===== config.mk =====
export PLATFORM = sky130hd
export DESIGN_NAME = merge_axis
export DESIGN_NICKNAME = d
export VERILOG_FILES = /design/src/rtl/opo_axis_pkg.sv /design/src/rtl/merge_axis_fifo.sv /design/src/rtl/merge_axis.sv
export SDC_FILE = /design/constraint.sdc
export NUM_CORES = 1
export LEC_CHECK = 0
export BUFFER_PORTS_ARGS = -buffer_cell sky130_fd_sc_hd__buf_2
export CORE_MARGIN = 2
export CORE_UTILIZATION = 35
export CTS_CLUSTER_DIAMETER = 120
export DETAILED_ROUTE_END_ITERATION = 10
export PLACE_DENSITY = 0.59
export SETUP_SLACK_MARGIN = 0.5
export SYNTH_ARGS = -nofsm -noshare
export SYNTH_HDL_FRONTEND = slang
export SYNTH_SLANG_ARGS = --single-unit

===== constraint.sdc =====
create_clock -name aclk -period 7.6 [get_ports aclk]
set_clock_uncertainty 0.1 [all_clocks]
set_input_delay 0.76 -clock aclk [delete_from_list [all_inputs] [get_ports aclk]]
set_output_delay 0.76 -clock aclk [all_outputs]
set_load 0.02 [all_outputs]

===== src/rtl/opo_axis_pkg.sv =====
// -----------------------------------------------------------------------------
// opo_axis_pkg
//   Shared definitions for the two-channel sample merger feeding AXI-Stream.
//   - Default channel and stream widths.
//   - Drop counter width.
//   - pack_pair(): sign-extends two samples to half the stream word and
//     concatenates them, channel B in the upper half.
// -----------------------------------------------------------------------------
package opo_axis_pkg;

    localparam int IN_DATA_WIDTH_DEF  = 14;
    localparam int OUT_DATA_WIDTH_DEF = 32;
    localparam int DROP_CNT_W         = 16;

    // Working width of pack_pair(). Callers cast the result down to their own
    // stream width, so OUT_DATA_WIDTH may be anything up to this.
    localparam int PACK_MAX_W = 64;

    // Sign-extension is done with a left shift that parks the sample's sign
    // bit at the MSB, followed by an arithmetic right shift back into place.
    // This avoids a variable bit-select on the sign position.
    function automatic logic [PACK_MAX_W-1:0] pack_pair(
        input logic [PACK_MAX_W-1:0] a,
        input logic [PACK_MAX_W-1:0] b,
        input int                    in_w,
        input int                    half_w
    );
        logic [PACK_MAX_W-1:0] ea;
        logic [PACK_MAX_W-1:0] eb;
        logic [PACK_MAX_W-1:0] mask;
        int                    sh;
        sh   = PACK_MAX_W - in_w;
        ea   = $signed(a << sh) >>> sh;
        eb   = $signed(b << sh) >>> sh;
        mask = (PACK_MAX_W'(1) << half_w) - PACK_MAX_W'(1);
        return ((eb & mask) << half_w) | (ea & mask);
    endfunction

endpackage


===== src/rtl/merge_axis_fifo.sv =====
// -----------------------------------------------------------------------------
// merge_axis_fifo
//   Small synchronous FIFO holding packed stream words.
//   Ports:
//     clk, rst     : clock, asynchronous active-high reset
//     push, wdata  : write strobe and word (caller guarantees room)
//     pop          : read strobe (caller guarantees not empty)
//     rdata        : word at the head, registered storage, no input path
//     count        : occupancy, 0..DEPTH
//   DEPTH must be a power of two so the pointers wrap by plain overflow.
// -----------------------------------------------------------------------------
module merge_axis_fifo #(
    parameter int DW    = 32,
    parameter int DEPTH = 4
) (
    input  logic                     clk,
    input  logic                     rst,
    input  logic                     push,
    input  logic [DW-1:0]            wdata,
    input  logic                     pop,
    output logic [DW-1:0]            rdata,
    output logic [$clog2(DEPTH):0]   count
);

    localparam int AW = $clog2(DEPTH);

    logic [DW-1:0] mem [DEPTH];
    logic [AW-1:0] wr_ptr;
    logic [AW-1:0] rd_ptr;

    // Storage is cleared on reset so the head word reads as zero afterwards
    // and nothing queued before reset can ever reappear.
    always_ff @(posedge clk or posedge rst) begin
        if (rst) begin
            wr_ptr <= '0;
            rd_ptr <= '0;
            count  <= '0;
            for (int i = 0; i < DEPTH; i++) mem[i] <= '0;
        end else begin
            if (push) begin
                mem[wr_ptr] <= wdata;
                wr_ptr      <= wr_ptr + 1'b1;
            end
            if (pop) rd_ptr <= rd_ptr + 1'b1;
            case ({push, pop})
                2'b10:   count <= count + 1'b1;
                2'b01:   count <= count - 1'b1;
                default: ;
            endcase
        end
    end

    assign rdata = mem[rd_ptr];

endmodule


===== src/rtl/merge_axis.sv =====
// -----------------------------------------------------------------------------
// merge_axis
//   Packs a pair of two's-complement samples (A low half, B high half) into one
//   AXI-Stream word and buffers it in a FIFO. The source cannot be stalled:
//   a sample pair arriving into a full FIFO with no pop that cycle is dropped
//   and counted.
//   Ports:
//     aclk, areset             : clock, asynchronous active-high reset
//     ch_a_in, ch_b_in         : samples, IN_DATA_WIDTH bits
//     in_valid                 : sample pair present this cycle
//     m_axis_tdata/tvalid/
//       tready/tlast           : AXI-Stream master
//     drop_cnt                 : saturating count of dropped pairs
//     overflow                 : sticky drop flag
//     clr                      : synchronous clear of drop_cnt/overflow
//   Build option:
//     MERGE_AXIS_TLAST_EN      : when defined, tlast marks every FRAME_LEN-th
//                                popped beat; otherwise tlast is tied low.
// -----------------------------------------------------------------------------
module merge_axis
    import opo_axis_pkg::*;
#(
    parameter int IN_DATA_WIDTH  = IN_DATA_WIDTH_DEF,
    parameter int OUT_DATA_WIDTH = OUT_DATA_WIDTH_DEF,
    parameter int FIFO_DEPTH     = 4,
    parameter int FRAME_LEN      = 1024
) (
    input  logic                      aclk,
    input  logic                      areset,
    input  logic [IN_DATA_WIDTH-1:0]  ch_a_in,
    input  logic [IN_DATA_WIDTH-1:0]  ch_b_in,
    input  logic                      in_valid,
    output logic [OUT_DATA_WIDTH-1:0] m_axis_tdata,
    output logic                      m_axis_tvalid,
    input  logic                      m_axis_tready,
    output logic                      m_axis_tlast,
    output logic [DROP_CNT_W-1:0]     drop_cnt,
    output logic                      overflow,
    input  logic                      clr
);

    localparam int OCC_W = $clog2(FIFO_DEPTH) + 1;

    logic [OUT_DATA_WIDTH-1:0] word;
    logic [OCC_W-1:0]          occ;
    logic                      fifo_full;
    logic                      push;
    logic                      pop;
    logic                      drop;

    assign word = OUT_DATA_WIDTH'(pack_pair(PACK_MAX_W'(ch_a_in), PACK_MAX_W'(ch_b_in),
                                            IN_DATA_WIDTH, OUT_DATA_WIDTH / 2));

    assign fifo_full     = (occ == OCC_W'(FIFO_DEPTH));
    assign m_axis_tvalid = (occ != '0);
    assign pop           = m_axis_tvalid & m_axis_tready;
    // A full FIFO still accepts when the head leaves in the same cycle.
    assign push          = in_valid & (~fifo_full | pop);
    assign drop          = in_valid & fifo_full & ~pop;

    merge_axis_fifo #(
        .DW    (OUT_DATA_WIDTH),
        .DEPTH (FIFO_DEPTH)
    ) u_fifo (
        .clk   (aclk),
        .rst   (areset),
        .push  (push),
        .wdata (word),
        .pop   (pop),
        .rdata (m_axis_tdata),
        .count (occ)
    );

    // clr and a drop in the same cycle: the drop is recorded on top of the
    // clear, leaving a count of one.
    always_ff @(posedge aclk or posedge areset) begin
        if (areset) begin
            drop_cnt <= '0;
            overflow <= 1'b0;
        end else if (clr) begin
            drop_cnt <= drop ? DROP_CNT_W'(1) : '0;
            overflow <= drop;
        end else if (drop) begin
            if (drop_cnt != '1) drop_cnt <= drop_cnt + 1'b1;
            overflow <= 1'b1;
        end
    end

`ifdef MERGE_AXIS_TLAST_EN
    localparam int BW = (FRAME_LEN > 1) ? $clog2(FRAME_LEN) : 1;

    logic [BW-1:0] beat_cnt;

    // Counts beats actually handed off downstream, so dropped pairs never
    // shift frame alignment. tlast is derived from the count of the word at
    // the head, which only moves on a pop and is therefore stable on stall.
    always_ff @(posedge aclk or posedge areset) begin
        if (areset) begin
            beat_cnt <= '0;
        end else if (pop) begin
            beat_cnt <= (beat_cnt == BW'(FRAME_LEN - 1)) ? '0 : beat_cnt + 1'b1;
        end
    end

    assign m_axis_tlast = m_axis_tvalid & (beat_cnt == BW'(FRAME_LEN - 1));
`else
    assign m_axis_tlast = 1'b0;
`endif

endmodule


Yosys cells after proc, flatten, opt, wreduce, memory -nomap -nowiden --
Index checks and enable logic that the tools add are counted.
Cells by class: add/subtract/negate cells 5, reduce and logical (&&, ||, !) cells 6, eq/ne operators 4, muxes and demuxes 13, bitwise gates (word level) 10, $lt $le $gt $ge 3
Operators by type and width (count):
- $bwmux 128 | 1
- $mux 32 | 3
- $bmux 32 s2 | 1
- $demux 32 s2 | 1
- $mux 16 | 3
- $or 32x16->32 | 1
- $add 16x1->16 const B | 1
- $ne 16x16->1 const B | 1
- $ge 3x3->1 const B | 2
- $not 2->3 | 2
- $pmux 3 s2 | 1
- $reduce_bool 2->1 | 3
- $add 2x1->2 const B | 2
- $and 1x1->1 | 4
- $add 3x1->3 const B | 1
- $eq 3x3->1 const B | 1
- $lt 3x1->1 const B | 1
- $mux 1 | 3
- $reduce_bool 3->1 | 1
- $sub 3x1->3 const B | 1
- $eq 2x1->1 const B | 1
- $eq 2x2->1 const B | 1
- $not 1->1 | 2
- $reduce_and 2->1 | 1
- other kinds (2) | 2
Word-level totals: flip-flop bits (word level) 152, logic and storage cells 50, bits of input ports 33

Longest topological paths before layout --
word-level depth 6, gate-level depth with buffers 10, depth with buffers taken out 9

Hierarchy --
From an unflattened synthesis, not the netlist that was laid out.
Second synthesis, totals: cells, all modules 453, area total of the unflattened synthesis 7009.2 µm²
Modules (own cells, without submodules):
- merge_axis_fifo | cells an instance 345, times used 1, area each 6019.5 µm², sequential area each 3378.2 µm²
- merge_axis | cells an instance 108, times used 1, area each 989.7 µm², sequential area each 425.4 µm²

Least setup slack after synthesis --
Ideal clock, no wire load.
path type reg-to-output, start point register u_fifo.rd_ptr[0], end point output port m_axis_tdata[14], required time 6.740 ns, arrival time 1.722 ns, stages on the path, launching flop included 4, slack 5.018 ns, cell sequence dfrtp_1 -> buf_1 -> mux4_2 -> buf_4
On the way: cells in the longest elaborated chain, start to end 4
RTL lines:
- from (decl) | RTL line merge_axis_fifo.sv:29 | logic [AW-1:0] rd_ptr;
- from (signal assigned) | RTL line merge_axis_fifo.sv:44 | if (pop) rd_ptr <= rd_ptr + 1'b1;
- $not 2->3 (implied by the code) | RTL line merge_axis_fifo.sv:53 | assign rdata = mem[rd_ptr];
- $bmux 32 s2 | RTL line merge_axis_fifo.sv:53
- $mux 32 (implied by the code) (2 in series) | RTL line merge_axis_fifo.sv:53
- to (decl) | RTL line merge_axis.sv:33 | output logic [OUT_DATA_WIDTH-1:0] m_axis_tdata,
No other way between the ends. The select of a mux whose other input is x is not followed.

Final worst setup path --
start point register u_fifo.rd_ptr[0], end point output port m_axis_tdata[21]
Same word-level chain as after synthesis.

==> impl_metrics.env <==
export IMPL_outcome="completed"
export IMPL_grt_total_usage_pct=14.98
export IMPL_syn2layout_area_growth_pct=18.03
export IMPL_cts_made_buffers=17
export IMPL_maxCapViolCount=0
export IMPL_hold_path_class="primary input to asynchronous set/reset pin"
export IMPL_setup_viol=0
export IMPL_rows=48
export IMPL_hold_viol_final=0
export IMPL_fin_crit_sh_pct=41.31
export IMPL_worst_pin_slew_ns=1.031
export IMPL_synthArstFlopShare_pct=100.0
export IMPL_final_cell_mix="dfrtp_1 (134), mux2_2 (112), buf_2 (82)"
export IMPL_max_stage_delay_ns=1.05
export IMPL_overflow=0
export IMPL_die_area_sq_um=18830
export IMPL_worstPathArrival_ns=2.28
export IMPL_synth_distinct_cells=38
export IMPL_h_tree_depth=4
export IMPL_dr_pass1_iters=4
export IMPL_ir_drop_mv=0.2193
export IMPL_vias=3773
export IMPL_synth_main_ff_cell="dfrtp_1"
export IMPL_ios=84
export IMPL_syn_num_nets=454
export IMPL_die_h_um=137.2
export IMPL_worstSkewPairLatency_ns=0.42
export IMPL_ys_ff_latch=136
export IMPL_portBuffers=82
export IMPL_antenna_found_initial=2
export IMPL_start_kind="register"
export IMPL_slew_violations=0
export IMPL_yosysSeqAreaShare_pct=54.79
export IMPL_wl_um=12830
export IMPL_critPathKind="register to primary output"
export IMPL_path_max_fanout=30
export IMPL_endpoint_kind="primary output"
export IMPL_synth_area_sq_um=6211
export IMPL_nFillCells=1614
export IMPL_relSlewSlack_pct=31.28
export IMPL_drive_above_1_share_pct=51.59
export IMPL_route_met3_wl_um=699
export IMPL_grt_pass1_wl_um=21200
export IMPL_cts_resized=0
export IMPL_slowest_stage="dfrtp_2"
export IMPL_start_util_pct=35.91
export IMPL_nets=533
export IMPL_dr_wl_met2_um=6431
export IMPL_routed_top_layer="met4"
export IMPL_cts_sinks=136
export IMPL_critPathTopFamily="flip-flops"
export IMPL_clockRootBuffer="clkbuf_16"
export IMPL_postRouteAntennaNets=0
export IMPL_finalCriticalPeriod_ns=3.139
export IMPL_fin_util_pct=42.38
export IMPL_clockBufferDepth=2
export IMPL_synth_edf_count=0
export IMPL_grt_max_degree=77
export IMPL_pre_cts_ws_ns=4.374
export IMPL_path_buf_inv=1
export IMPL_fin_setup_tns_ns=0
export IMPL_cts_setup_buffers=0
export IMPL_vias_per_cell=5.168
export IMPL_cp_data_required_time_ns=6.74
export IMPL_routedWlPerCell_um=17.58
export IMPL_fmax_mhz=318.5
export IMPL_core_area_sq_um=17300
export IMPL_rsz0062_at_grt="no"
export IMPL_drt_initial_drc_count=141
export IMPL_crit_chain="mux4_2 -> buf_2"
export IMPL_finalWorstSetupSlack_ns=4.461
export IMPL_die_w_um=137.2
export IMPL_hold_buffers=0
export IMPL_path_clk_slew_ns=0.05
export IMPL_final_common_cell="dfrtp_1"
export IMPL_grt_pass1_vias=4119
export IMPL_gp_congestion=0.8003
export IMPL_power_per_cell_area_nw_per_um2=455.7
export IMPL_wl_met1_um=5550
export IMPL_post_route_drc_count=0
export IMPL_power_leakage_nw=3.189
export IMPL_postSynthCellCount=414
export IMPL_dp_final_hpwl_um=8113
export IMPL_yosys_warnings=0
export IMPL_total_power_mw=3.341
export IMPL_syn_avg_cell_area_sq_um=15.00
export IMPL_cts_tree="built"
-- routing by layer --
| metal | global-route usage (%) | up-vias |
|---|---|---|
| met1 | 18.04 | 1994 |
| li1 | - | 1689 |
| met2 | 25.35 | 76 |
| met4 | 4.582 | 0 |
| met3 | 5.151 | 14 |
| met5 | 0 | - |
-- layout make-up --
| cell class | instances | area, sq um | area share [%] |
|---|---|---|---|
| multi-input cells | 243 | 2626 | 35.83 |
| repair buffers | 84 | 425.4 | 5.803 |
| clock buffers | 27 | 503.0 | 6.861 |
| clock inverters | 3 | 40.04 | 0.5462 |
| inverters | 11 | 46.29 | 0.6315 |
| flip-flops and latches | 136 | 3406 | 46.46 |
| diodes | 1 | 2.502 | 0.03414 |
| well taps | 225 | 281.5 | 3.840 |
-- synthesized netlist by cell type (2+ instances only) --
library cell  count  area share [%]
or4_1             8            0.97
nor2_1            3            0.18
dfrtp_1         136              55
buf_2             3            0.24
and3_1            2            0.20
nor2b_1           2            0.20
or3_1             6            0.60
xnor2_1           3            0.42
nand2_1          11            0.66
nand2_4           3            0.54
o21ai_0           7            0.56
inv_1            11            0.66
xor2_1            3            0.42
buf_1             3            0.18
nand4_1           5            0.50
nand3_1           3            0.24
and2_1            2            0.20
nor4_1            2            0.20
nor3_1            2            0.16
a21oi_1          14             1.1
buf_4            14             1.7
mux2_2          112              20
clkbuf_1          4            0.24
o31ai_1           9             1.1
mux4_2           28              10
ha_1              6             1.2
-- worst register-to-register path, stage by stage, from the launching register on --
cell	delay, ns
dfrtp_1	0.41
nor4b_4	0.18
nor2b_1	0.74
nand2_2	0.70
mux2_1	0.52
-- final timing paths --
path	slack, ns	start	cells past startpoint	to
min in group aclk	0.40	u_fifo.mem[15]	1	u_fifo.mem[15]
min	0.33	areset	2	u_fifo.mem[62]
min reg2reg	0.40	u_fifo.mem[15]	1	u_fifo.mem[15]
max	4.46	u_fifo.rd_ptr[0]	2	m_axis_tdata[21]
max in group asynchronous	5.65	areset	3	u_fifo.rd_ptr[1]
max reg2reg	4.83	u_fifo.count[2]	4	u_fifo.mem[119]
-- where the power goes --
group	total, mW	internal, mW	leakage, nW	switching, mW
registers	1.30	1.06	1.64	0.240
logic	1.28	0.694	1.28	0.590
clock network	0.762	0.480	0.267	0.282
-- flip-flops by register name (all words and copies together) (netlist names) --
register / cells
u_fifo.mem: 112
drop_cnt: 16
u_fifo.count: 3
u_fifo.rd_ptr: 2
u_fifo.wr_ptr: 2
overflow: 1
-- stage by stage --
stage,cells,hold WS [ns],instance area (sq um)
CTS,729,0.3483,7328
finish,730,0.3283,7331
global placement,699,0.3729,6785
global route,729,0.3769,7328
detailed placement,699,0.3870,6785
floorplan,414,0.3581,6211
-- cells by family (layout without fill, tap and decap cells) --
group	Yosys count	after routing	synth area share, %
AO/OA/AOI/OAI	32	32	3.062
flip-flops	136	136	54.79
XOR/XNOR	6	6	0.8462
adder cells (fa/ha/maj)	7	7	1.531
multiplexers	142	142	30.80
AND/OR/NAND/NOR	55	55	5.882
other	1	2	0.06038
buffers and inverters	35	125	3.022
Power figures use the tool's default switching activity.
